--- config.mk ---
export PLATFORM = sky130hd
export DESIGN_NAME = pr_bridge
export DESIGN_NICKNAME = d
export VERILOG_FILES = /design/src/rtl/pr_bridge.sv
export SDC_FILE = /design/constraint.sdc
export NUM_CORES = 1
export LEC_CHECK = 0
export CAP_MARGIN = 20
export CELL_PAD_IN_SITES_DETAIL_PLACEMENT = 2
export CELL_PAD_IN_SITES_GLOBAL_PLACEMENT = 2
export CORE_AREA = 2 2 123 125
export CTS_BUF_LIST = sky130_fd_sc_hd__clkbuf_16
export DETAILED_ROUTE_END_ITERATION = 7
export DIE_AREA = 0 0 125 127
export DONT_BUFFER_PORTS = 1
export MAX_ROUTING_LAYER = met4
export PLACE_DENSITY = 0.83
export SYNTH_ARGS = -nofsm -noshare
export SYNTH_HDL_FRONTEND = slang
export SYNTH_SLANG_ARGS = --single-unit
export TNS_END_PERCENT = 10
--- constraint.sdc ---
create_clock -name clk -period 2.15 [get_ports clk]
set_clock_uncertainty 0.1 [all_clocks]
set_input_delay 0.43 -clock clk [delete_from_list [all_inputs] [get_ports clk]]
set_output_delay 0.43 -clock clk [all_outputs]
set_load 0.005 [all_outputs]
--- src/rtl/pr_bridge.sv ---
// pr_bridge: processor-port bridge between the multi-cycle MIPS core and up to six devices.
// Decodes each request, holds it until ready or timeout, and synchronises device interrupts.
module pr_bridge #(
    parameter int              NDEV          = 4,
    parameter logic [31:0]     BASE          = 32'h0000_7F00,
    parameter int              DEV_SPAN_LOG2 = 4,
    parameter int              TIMEOUT       = 15,
    parameter logic [NDEV-1:0] IRQ_EDGE      = '0
) (
    input  logic                     clk,
    input  logic                     rst,
    input  logic                     PrReq,
    input  logic                     PrWe,
    input  logic [29:0]              PrAddr,
    input  logic [31:0]              PrWD,
    input  logic [3:0]               BE,
    output logic [31:0]              PrRD,
    output logic                     PrAck,
    output logic                     PrErr,
    output logic [NDEV-1:0]          DevSel,
    output logic [DEV_SPAN_LOG2-3:0] DevAddr,
    output logic [31:0]              DevWD,
    output logic [3:0]               DevBE,
    output logic                     DevWe,
    input  logic [NDEV*32-1:0]       DevRD,
    input  logic [NDEV-1:0]          DevRdy,
    input  logic [NDEV-1:0]          DevIrq,
    output logic [5:0]               HWInt
);

    typedef enum logic [1:0] {IDLE, ACCESS, RESP} state_e;

    state_e                   state_q, state_d;
    logic [2:0]               idx_q, idx_d;
    logic [7:0]               cnt_q, cnt_d;
    logic [31:0]              rd_q, rd_d;
    logic                     ack_q, ack_d;
    logic                     err_q, err_d;
    logic [NDEV-1:0]          sel_q, sel_d;
    logic [DEV_SPAN_LOG2-3:0] addr_q, addr_d;
    logic [31:0]              wd_q, wd_d;
    logic [3:0]               be_q, be_d;
    logic                     we_q, we_d;

    logic [31:0]              byteAddr;
    logic [31:0]              offset;
    logic [31:0]              slot;
    logic                     hit;
    logic [NDEV-1:0]          reqSel;
    logic                     selRdy;
    logic [31:0]              selRd;

    logic [NDEV-1:0]          sync1_q, sync2_q, syncPrev_q;
    logic [NDEV-1:0]          edgePend_q, edgePend_d;
    logic [NDEV-1:0]          clrVec;
    logic [NDEV-1:0]          pend;
    logic [5:0]               hwInt_q, hwInt_d;

    // Address decode of the incoming request and mux of the latched device's ready/data.
    always_comb begin
        byteAddr = {PrAddr, 2'b00};
        offset   = byteAddr - BASE;
        slot     = offset >> DEV_SPAN_LOG2;
        hit      = (byteAddr >= BASE) && (slot < 32'(NDEV));
        reqSel   = '0;
        selRdy   = 1'b0;
        selRd    = '0;
        for (int i = 0; i < NDEV; i++) begin
            if (slot == 32'(i)) begin
                reqSel[i] = 1'b1;
            end
            if (idx_q == 3'(i)) begin
                selRdy = DevRdy[i];
                selRd  = DevRD[32*i +: 32];
            end
        end
    end

    always_comb begin
        state_d = state_q;
        idx_d   = idx_q;
        cnt_d   = cnt_q;
        rd_d    = rd_q;
        ack_d   = 1'b0;
        err_d   = 1'b0;
        sel_d   = sel_q;
        addr_d  = addr_q;
        wd_d    = wd_q;
        be_d    = be_q;
        we_d    = we_q;
        case (state_q)
            IDLE: begin
                if (PrReq) begin
                    if (hit) begin
                        state_d = ACCESS;
                        idx_d   = slot[2:0];
                        cnt_d   = '0;
                        sel_d   = reqSel;
                        addr_d  = byteAddr[DEV_SPAN_LOG2-1:2];
                        wd_d    = PrWD;
                        be_d    = BE;
                        we_d    = PrWe;
                    end else begin
                        state_d = RESP;
                        ack_d   = 1'b1;
                        err_d   = 1'b1;
                        rd_d    = '0;
                        sel_d   = '0;
                        we_d    = 1'b0;
                    end
                end
            end
            ACCESS: begin
                // Ready wins over a timeout landing in the same cycle.
                if (selRdy) begin
                    state_d = RESP;
                    ack_d   = 1'b1;
                    rd_d    = we_q ? 32'd0 : selRd;
                    sel_d   = '0;
                    we_d    = 1'b0;
                end else if (cnt_q == 8'(TIMEOUT - 1)) begin
                    state_d = RESP;
                    ack_d   = 1'b1;
                    err_d   = 1'b1;
                    rd_d    = '0;
                    sel_d   = '0;
                    we_d    = 1'b0;
                end else begin
                    cnt_d = cnt_q + 8'd1;
                end
            end
            RESP: begin
                state_d = IDLE;
            end
            default: begin
                state_d = IDLE;
            end
        endcase
    end

    always_ff @(posedge clk or negedge rst) begin
        if (!rst) begin
            state_q <= IDLE;
            idx_q   <= '0;
            cnt_q   <= '0;
            rd_q    <= '0;
            ack_q   <= 1'b0;
            err_q   <= 1'b0;
            sel_q   <= '0;
            addr_q  <= '0;
            wd_q    <= '0;
            be_q    <= '0;
            we_q    <= 1'b0;
        end else begin
            state_q <= state_d;
            idx_q   <= idx_d;
            cnt_q   <= cnt_d;
            rd_q    <= rd_d;
            ack_q   <= ack_d;
            err_q   <= err_d;
            sel_q   <= sel_d;
            addr_q  <= addr_d;
            wd_q    <= wd_d;
            be_q    <= be_d;
            we_q    <= we_d;
        end
    end

    // Edge-mode pending bits clear when a successful access to that device responds; a new edge wins.
    always_comb begin
        clrVec     = '0;
        edgePend_d = '0;
        pend       = '0;
        hwInt_d    = '0;
        for (int i = 0; i < NDEV; i++) begin
            clrVec[i]     = (state_q == RESP) && !err_q && (idx_q == 3'(i));
            edgePend_d[i] = (sync2_q[i] & ~syncPrev_q[i]) | (edgePend_q[i] & ~clrVec[i]);
            pend[i]       = IRQ_EDGE[i] ? edgePend_q[i] : sync2_q[i];
            hwInt_d[i]    = pend[i];
        end
    end

    always_ff @(posedge clk or negedge rst) begin
        if (!rst) begin
            sync1_q    <= '0;
            sync2_q    <= '0;
            syncPrev_q <= '0;
            edgePend_q <= '0;
            hwInt_q    <= '0;
        end else begin
            sync1_q    <= DevIrq;
            sync2_q    <= sync1_q;
            syncPrev_q <= sync2_q;
            edgePend_q <= edgePend_d;
            hwInt_q    <= hwInt_d;
        end
    end

    assign PrRD    = rd_q;
    assign PrAck   = ack_q;
    assign PrErr   = err_q;
    assign DevSel  = sel_q;
    assign DevAddr = addr_q;
    assign DevWD   = wd_q;
    assign DevBE   = be_q;
    assign DevWe   = we_q;
    assign HWInt   = hwInt_q;

endmodule

==> results.toml, run 1 <==
[finish]
final_nets = 593
final_cells = 578
area_delta_synth_final_pct = 16.8
drive_gt1_frac = 0.249

[setup_path]
end_kind = "register"
path_max_fanout = 14
path_class = "register to register"
critPathLaunchType = "register"
crit_required_ns = 2.32
worstPathArrival_ns = 2.31

[timing]
hold_viol = 102
whs_ns = -0.331
finalSetupViolations = 0
fmax_mhz = 469
finalCritPeriodShare = 0.993
post-route-min-period_ns = 2.13
slew_violations = 0
fin_ws_ns = 0.0155
rsz0062_at_grt = "yes"

[cts]
htreeDepth = 3
cts_hold_buf = 4
tritoncts = "built"
clock_latency_ns = 0.35
cts.reportedPaths.clkPinSlew_ns = 0.07
root_buffer = "clkbuf_16"
cts_sinks = 102
numCtsBuffers = 9
clk_path_buf_depth = 2

[die]
core_area_um2 = 14400
start_util = 0.326
row_count = 44
die_h_um = 127
die_area_um2 = 15900
io_pins = 289
fp.dieW_um = 125

[pwr]
swShare = 0.225
powerDensity_nw_per_um2 = 723
seq_power_share = 0.493
ir_worst_vdd_mv = 0.375
power.share.clock = 0.457
netSwitchingPower_uw = 895
p_comb_frac = 0.051
internal_power_uw = 3080
leakagePower_uw = 0.00253

[placement]
dp_hpwl_um = 11800
placed_cells_incl_taps = 552
gp_congestion = 0.831
numPortBuffers = 0
dp_slack_ns = -0.144

[run_status]
status = "finished with violations"
violations = "negative hold slack"

[hold_path]
hp-class = "input pin to async pin"

[global_route]
top_usage_layer = "met2"
grt_pass1_vias = 3938
use_met1 = 0.210
grt_util_all_layers = 0.202
use_met3 = 0.0632
grt.overflow.total = 0
antenna_found_initial = 4
grt_pass1_wl_um = 23600
grt_max_degree = 103
use_met2 = 0.361

[drt]
wire_per_inst_um = 28.8
drt_iter0_markers = 93
route.detailed.drc = 0
vias = 3441
drtPass1Iterations = 4
drt-total-wl_um = 16700
vias_per_cell = 5.95
ant_nets = 0

[logic_synthesis]
async_flop_share = 1.00
synth_most_common_cell = "dfrtp_1"
synth.avg_cell_area_um2 = 12.3
syn_inst = 382
yosysSeqAreaShare = 0.542
ys_ff_latch = 102
netlist_top_cells_count = "dfrtp_1 (102), mux2_2 (39)"
yosys.area.top_type = "dfrtp_1"
synth_top_area_frac = 0.542
syn_area_um2 = 4710
synth_edf_count = 0
synthTopCellsByArea = "dfrtp_1 (54%), mux2_2 (9.3%), a211o_1 (6.0%)"
synthDistinctLibCells = 40
ys.flop_type = "dfrtp_1"
synth_warnings = 0

[job]
cap_violations = 0
## cells in the final DEF, fill, tap and decap left out, drive strengths merged, types with 3 or more instances in the layout
cell type and n:
or3 6, dfrtp 102, dlygate4sd3 4, a21oi 4, o221ai 32, and3 3
nor2b 33, nor4b 3, nand2b 6, a211o 32, o2bb2ai 32, mux2 39
nor2 9, o21ai 5, clkbuf 11, buf 18, inv 9, o31ai 3
nand2 4, nand3 4, nand4 4, diode 4, a22o 3
## what timing repair did
| item | CTS | global route |
|---|---|---|
| resized for setup | 3 | 16 |
| pin swaps | 0 | 0 |
| endpoints found under the hold margin | 106 | 102 |
| setup buffers | 0 | 0 |
| cloned | 0 | 2 |
| setup endpoints to repair | 3 | 36 |
## worst max-delay path, stage by stage (launching register included)
cell and delay (ns):
dfrtp_1 0.38, mux4_2 0.55, nor2b_4 0.16, o31ai_4 0.28, nand2b_4 0.27, clkbuf_16 0.20, o2bb2ai_1 0.12
## routing by layer
metal / up-vias / part of all wire
met4: 0 / 0.026
met3: 24 / 0.090
met1: 1740 / 0.36
li1: 1467 / -
met5: - / 0
met2: 210 / 0.52
## cells by family (layout without fill, tap and decap cells)
| kind of cell | count (synthesis) | after routing | share of synthesized area |
|---|---|---|---|
| AO/OA/AOI/OAI | 117 | 117 | 0.209 |
| XOR/XNOR | 2 | 2 | 0.00372 |
| adder cells (fa/ha/maj) | 2 | 2 | 0.00532 |
| buffers and inverters | 39 | 46 | 0.0375 |
| flip-flops | 102 | 102 | 0.542 |
| multiplexers | 40 | 40 | 0.0981 |
| other | 1 | 6 | 0.000797 |
| AND/OR/NAND/NOR | 79 | 79 | 0.103 |
## stage by stage
stage	instance area [um^2]	total power [uW]	setup TNS, ns	util
after global routing	5500	4130	-1.52	0.381
after floorplan	4730	2110	-0.704	-
after global placement	4960	2150	-3.55	0.344
after CTS	5340	3990	-0.000213	0.370
after detailed placement	4960	2160	-7.70	0.344
final	5500	3970	0	0.381
## cell type report
type                    instances  area [um^2]
diodes                          4         10.0
inverters                       6         22.5
clock buffers                   9          225
repair buffers                 24          258
well taps                     184          230
fillers                      1475         8930
clock inverters                 7          101
flip-flops and latches        102         2550
multi-input cells             242         2090
## state kept, by name (all words and copies together), names as in the netlist, 2 cells and up
name	count
DevWD	32
PrRD	32
cnt_q	8
DevBE	4
DevSel	4
HWInt	4
pend	4
sync1_q	4
idx_q	3
DevAddr	2
state_q	2
## power by group through the flow
stage	registers, uW	logic, uW	clock network (uW)
global route	1960	221	1950
floorplan	1990	116	0
global placement	1990	155	0
finish	1960	201	1810
CTS	1960	176	1860
detailed placement	2000	166	0
## final timing paths
check | startpoint | end | slack (ns) | cells after the start
max | idx_q[0] | PrRD[16] | 0.02 | 6
min | rst | DevWD[7] | -0.33 | 0
min in group clk | PrAddr[3] | DevSel[0] | 0.09 | 1
max in group asynchronous | rst | DevWD[2] | 2.15 | 0
max reg2reg | idx_q[0] | PrRD[16] | 0.02 | 6
min reg2reg | pend[3] | HWInt[3] | 0.25 | 0
No activity file was read; power rests on OpenSTA's default activity.
==> run 2, diff against run 1 <==
- MAX_ROUTING_LAYER: met4 -> default
- SKIP_CTS_REPAIR_TIMING: default -> 1
==> run 2 against run 1 <==
Against the previous run: the run still ends with negative hold slack left; worst hold slack better by 0.0024 ns; register-to-register slack hardly changed; clock-buffer cell count stayed put; core utilization is 0.97 points lower; via count is 0.64% lower; power is 0.99% lower; non-clock buffer count is 2 lower; critical path type unchanged; largest power group unchanged; highest routed layer is now met5.
==> results.toml, run 2 (synthesized netlist as in run 1, its figures left out) <==
[die]
die_area_um2 = 15900
die_h_um = 127
row_count = 44
start_util = 0.326
core_area_um2 = 14400
io_pins = 289
fp.dieW_um = 125

[global_route]
grt_util_all_layers = 0.193
antenna_found_initial = 3
grt_pass1_vias = 3924
grt.overflow.total = 0
grt_pass1_wl_um = 23300
grt_max_degree = 103

[timing]
rsz0062_at_grt = "yes"
post-route-min-period_ns = 2.14
hold_viol = 102
fmax_mhz = 468
slew_violations = 0
whs_ns = -0.328
fin_ws_ns = 0.0120
finalSetupViolations = 0
finalCritPeriodShare = 0.994

[drt]
drt-met1-wl_um = 5760
route.met3.wl_um = 1470
wire_per_inst_um = 27.8
vias = 3419
ant_nets = 0
route.detailed.drc = 0
routed-wl-met2_um = 8420
vias_per_cell = 5.97
top_layer = "met5"
drt-total-wl_um = 15900
drt_iter0_markers = 108
drtPass1Iterations = 4

[finish]
area_delta_synth_final_pct = 13.8
final_common_cell = "dfrtp_1"
final_cells = 573
final_cell_mix = "dfrtp_1 (101), mux2_2 (39)"
drive_gt1_frac = 0.219
final_core_util = 0.371
final_nets = 591

[hold_path]
hp-class = "input pin to async pin"

[setup_path]
crit_top_cell = "or3_4"
critPathLaunchType = "register"
end_kind = "register"
cp.depth = 5
path_max_fanout = 7
worst_path_max_delay_cell = "mux4_2"
path_class = "register to register"
reg2reg_depth = 5
crit_required_ns = 2.33
crit_chain = "mux4_2, nor2b_4, or3_4, or3_4, a21oi_2"
worstPathArrival_ns = 2.31
path_buf_inv = 0
slowest_delay_ns = 0.55
critPathTopFamily = "simple AND/OR/NAND/NOR gates"

[cts]
tritoncts = "built"
root_buffer = "clkbuf_16"
clock_latency_ns = 0.34
numCtsBuffers = 9
cts_sinks = 102
htreeDepth = 3
clk_path_buf_depth = 2
cts.reportedPaths.clkPinSlew_ns = 0.07

[pwr]
leakagePower_uw = 0.00249
p_total_uw = 3940
ir_worst_vdd_mv = 0.364
powerDensity_nw_per_um2 = 735

[run_status]
status = "finished with violations"
violations = "negative hold slack"

[placement]
dp_hpwl_um = 11800
numPortBuffers = 0
gp_congestion = 0.819
placed_cells_incl_taps = 552
dp_slack_ns = -0.144

[job]
cap_violations = 0
==> run 2: cell count changes in the layout (fill, tap and decap cells not counted), moves of 2 or more <==
cell and delta:
diode_2 -3, clkbuf_16 -2, o2bb2ai_2 -12, buf_4 +2, buf_6 -2, o2bb2ai_1 +12
==> run 2: final timing paths <==
check	startpoint	endpoint	slack, ns
min in group clk	PrAddr[3]	DevSel[0]	0.08
hold reg to reg	pend[3]	HWInt[3]	0.25
max in group asynchronous	rst	PrRD[19]	2.14
setup / recovery	idx_q[0]	cnt_q[7]	0.01
hold / removal	rst	DevWD[7]	-0.33
setup reg to reg	idx_q[0]	cnt_q[7]	0.01
==> run 2: through the flow <==
stage          cell area, um^2  setup TNS [ns]  hold WS (ns)
2_1_floorplan             4730          -0.704        0.0344
3_3_place_gp              4960           -3.55        0.0363
3_5_place_dp              4960           -7.70        0.0358
4_1_cts                   5280         -0.0426        -0.344
5_1_grt                   5360           -1.75        -0.350
6_report                  5360               0        -0.328
==> run 2: area by class of cell <==
type | count | area, um^2
Tap cell | 184 | 230
Antenna cell | 1 | 2.50
Clock inverter | 7 | 101
Fill cell | 1479 | 9070
Timing Repair Buffer | 22 | 200
Multi-Input combinational cell | 242 | 2020
Clock buffer | 9 | 225
Sequential cell | 102 | 2550
Inverter | 6 | 22.5
==> run 2: layer usage <==
layer  vias to the layer above  track usage
met5                         -            0
met4                         2       0.0641
met3                        23       0.0678
met2                       214        0.354
met1                      1722        0.206
li1                       1458            -
==> run 2: where the power goes <==
part	internal [uW]	total [uW]	switching [uW]	leakage, uW
registers	1940	1960	18.1	0.00138
logic	89.9	175	85.6	0.000948
clock network	1040	1800	766	0.000160
total	3070	3940	869	0.00249
==> run 3, diff against run 2 <==
- clock period: 2.15 -> 1.85 ns (I/O delays scaled with it)
==> run 3 against run 2 <==
Against the previous run: the flow finishes with violations (negative hold slack, negative setup slack); first-iteration DRC count increased by 21%; combinational power increased by 53%; worst hold slack got worse by 0.065 ns; via count increased by 2.2%; sequential power increased by 16%; core utilization increased by 2.5 points; global-route usage increased by 0.20 points; maximum frequency increased by 0.56%; critical endpoint is now PrRD[14]; highest routed layer unchanged.
==> results.toml, run 3 (synthesized netlist as in run 1, its figures left out) <==
[drt]
drt_iter0_markers = 131
wire_per_inst_um = 28.1
vias_per_cell = 5.93
top_layer = "met5"
drtPass1Iterations = 4
vias = 3494
route.met3.wl_um = 1740
ant_nets = 0
drt-met1-wl_um = 5810
routed-wl-met2_um = 8630
route.detailed.drc = 0
drt-total-wl_um = 16600

[finish]
diodes = 0
drive_gt1_frac = 0.309
final_cell_mix = "dfrtp_1 (101), mux2_2 (39), nor2b_1 (32), a211o_1 (32), o221ai_1 (32)"
final_common_cell = "dfrtp_1"
area_delta_synth_final_pct = 21.4
seq_area_um2 = 2550
final_nets = 608
final_core_util = 0.396
fin_area_um2 = 5710
multiInputGateArea_um2 = 2190
fill_cells = 1444

[setup_path]
critPathLaunchType = "register"
end_kind = "register"
path_class = "register to register"
crit-reg2reg-launch = "idx_q[0]"
worstPathArrival_ns = 2.30
reg2reg_slack_ns = -0.28
path_max_fanout = 9
crit_required_ns = 2.02
r2r_end = "PrRD[14]"
crit_start = "idx_q[0]"
reg2reg_depth = 6

[cts]
root_buffer = "clkbuf_16"
clock_latency_ns = 0.35
cts.reportedPaths.clkPinSlew_ns = 0.07
htreeDepth = 3
cts_sinks = 102
numCtsBuffers = 9
clk_path_buf_depth = 2
tritoncts = "built"

[timing]
finalSetupViolations = 46
post-route-min-period_ns = 2.13
worst_pin_slew_ns = 0.505
whs_ns = -0.394
rsz0062_at_grt = "yes"
hold_viol = 102
fmax_mhz = 470
slew_violations = 0
finalCritPeriodShare = 1.15
fin_ws_ns = -0.276
relSlewSlack = 0.659

[die]
row_count = 44
fp.dieW_um = 125
io_pins = 289
start_util = 0.326
die_h_um = 127
core_area_um2 = 14400
die_area_um2 = 15900

[run_status]
violations = "negative hold slack, negative setup slack"
status = "finished with violations"

[global_route]
grt_pass1_vias = 3939
antenna_found_initial = 2
grt_util_all_layers = 0.195
grt.overflow.total = 0
grt_pass1_wl_um = 23500
grt_max_degree = 103

[hold_path]
hp-class = "input pin to async pin"

[pwr]
netSwitchingPower_uw = 1070
p_comb_frac = 0.060
ir_worst_vdd_mv = 0.615
swShare = 0.243
powerDensity_nw_per_um2 = 773
power.share.clock = 0.426
internal_power_uw = 3350
seq_power_share = 0.514
leakagePower_uw = 0.00264

[placement]
gp_congestion = 0.833
dp_hpwl_um = 12000
postPlaceCellArea_um2 = 5100
numPortBuffers = 0

[job]
cap_violations = 0
-- run 3: critical path, cell delays in order (launching register included) --
cell and delay, ns:
dfrtp_1 0.38, mux4_2 0.53, nor2b_4 0.16, o31ai_4 0.26, nand2b_4 0.29, clkbuf_16 0.20, o2bb2ai_1 0.12
-- run 3: how the worst max path moves through the flow --
stage / slack [ns] / depth (start not counted) / endpoint
after floorplan: -0.27 / 7 / cnt_q[3]
after global placement: -0.23 / 6 / PrRD[26]
after detailed placement: -0.32 / 6 / PrRD[8]
after CTS: -0.30 / 5 / cnt_q[7]
after global routing: -0.37 / 6 / PrRD[14]
final: -0.28 / 6 / PrRD[14]
-- run 3: through the flow --
step | total power, uW | instances | setup slack (ns) | hold WS (ns) | setup TNS, ns
final | 4420 | 589 | -0.276 | -0.394 | -9.58
after global routing | 4600 | 589 | -0.369 | -0.411 | -14.06
after CTS | 4430 | 580 | -0.296 | -0.408 | -9.77
after detailed placement | 2530 | 564 | -0.317 | -0.0240 | -23.23
after global placement | 2510 | 564 | -0.226 | -0.0238 | -16.20
after floorplan | 2450 | 383 | -0.271 | -0.0256 | -15.90
-- run 3: power by group through the flow --
| stage | Combinational [uW] | Clock [uW] | Sequential (uW) |
|---|---|---|---|
| 6_report | 267 | 1880 | 2270 |
| 5_1_grt | 289 | 2040 | 2270 |
| 4_1_cts | 212 | 1950 | 2270 |
| 3_5_place_dp | 211 | 0 | 2310 |
| 3_3_place_gp | 199 | 0 | 2310 |
| 2_1_floorplan | 137 | 0 | 2310 |
-- run 3: per-layer routing --
metal / track usage / vias to the layer above
li1: - / 1495
met1: 0.203 / 1762
met2: 0.351 / 211
met3: 0.0800 / 22
met4: 0.0739 / 4
met5: 0 / -
-- run 3: final cells by class --
cell class | count | area share
Timing Repair Buffer | 39 | 0.0744
Sequential cell | 102 | 0.447
Clock inverter | 7 | 0.0120
Tap cell | 184 | 0.0403
Multi-Input combinational cell | 242 | 0.383
Clock buffer | 9 | 0.0394
Inverter | 6 | 0.00394
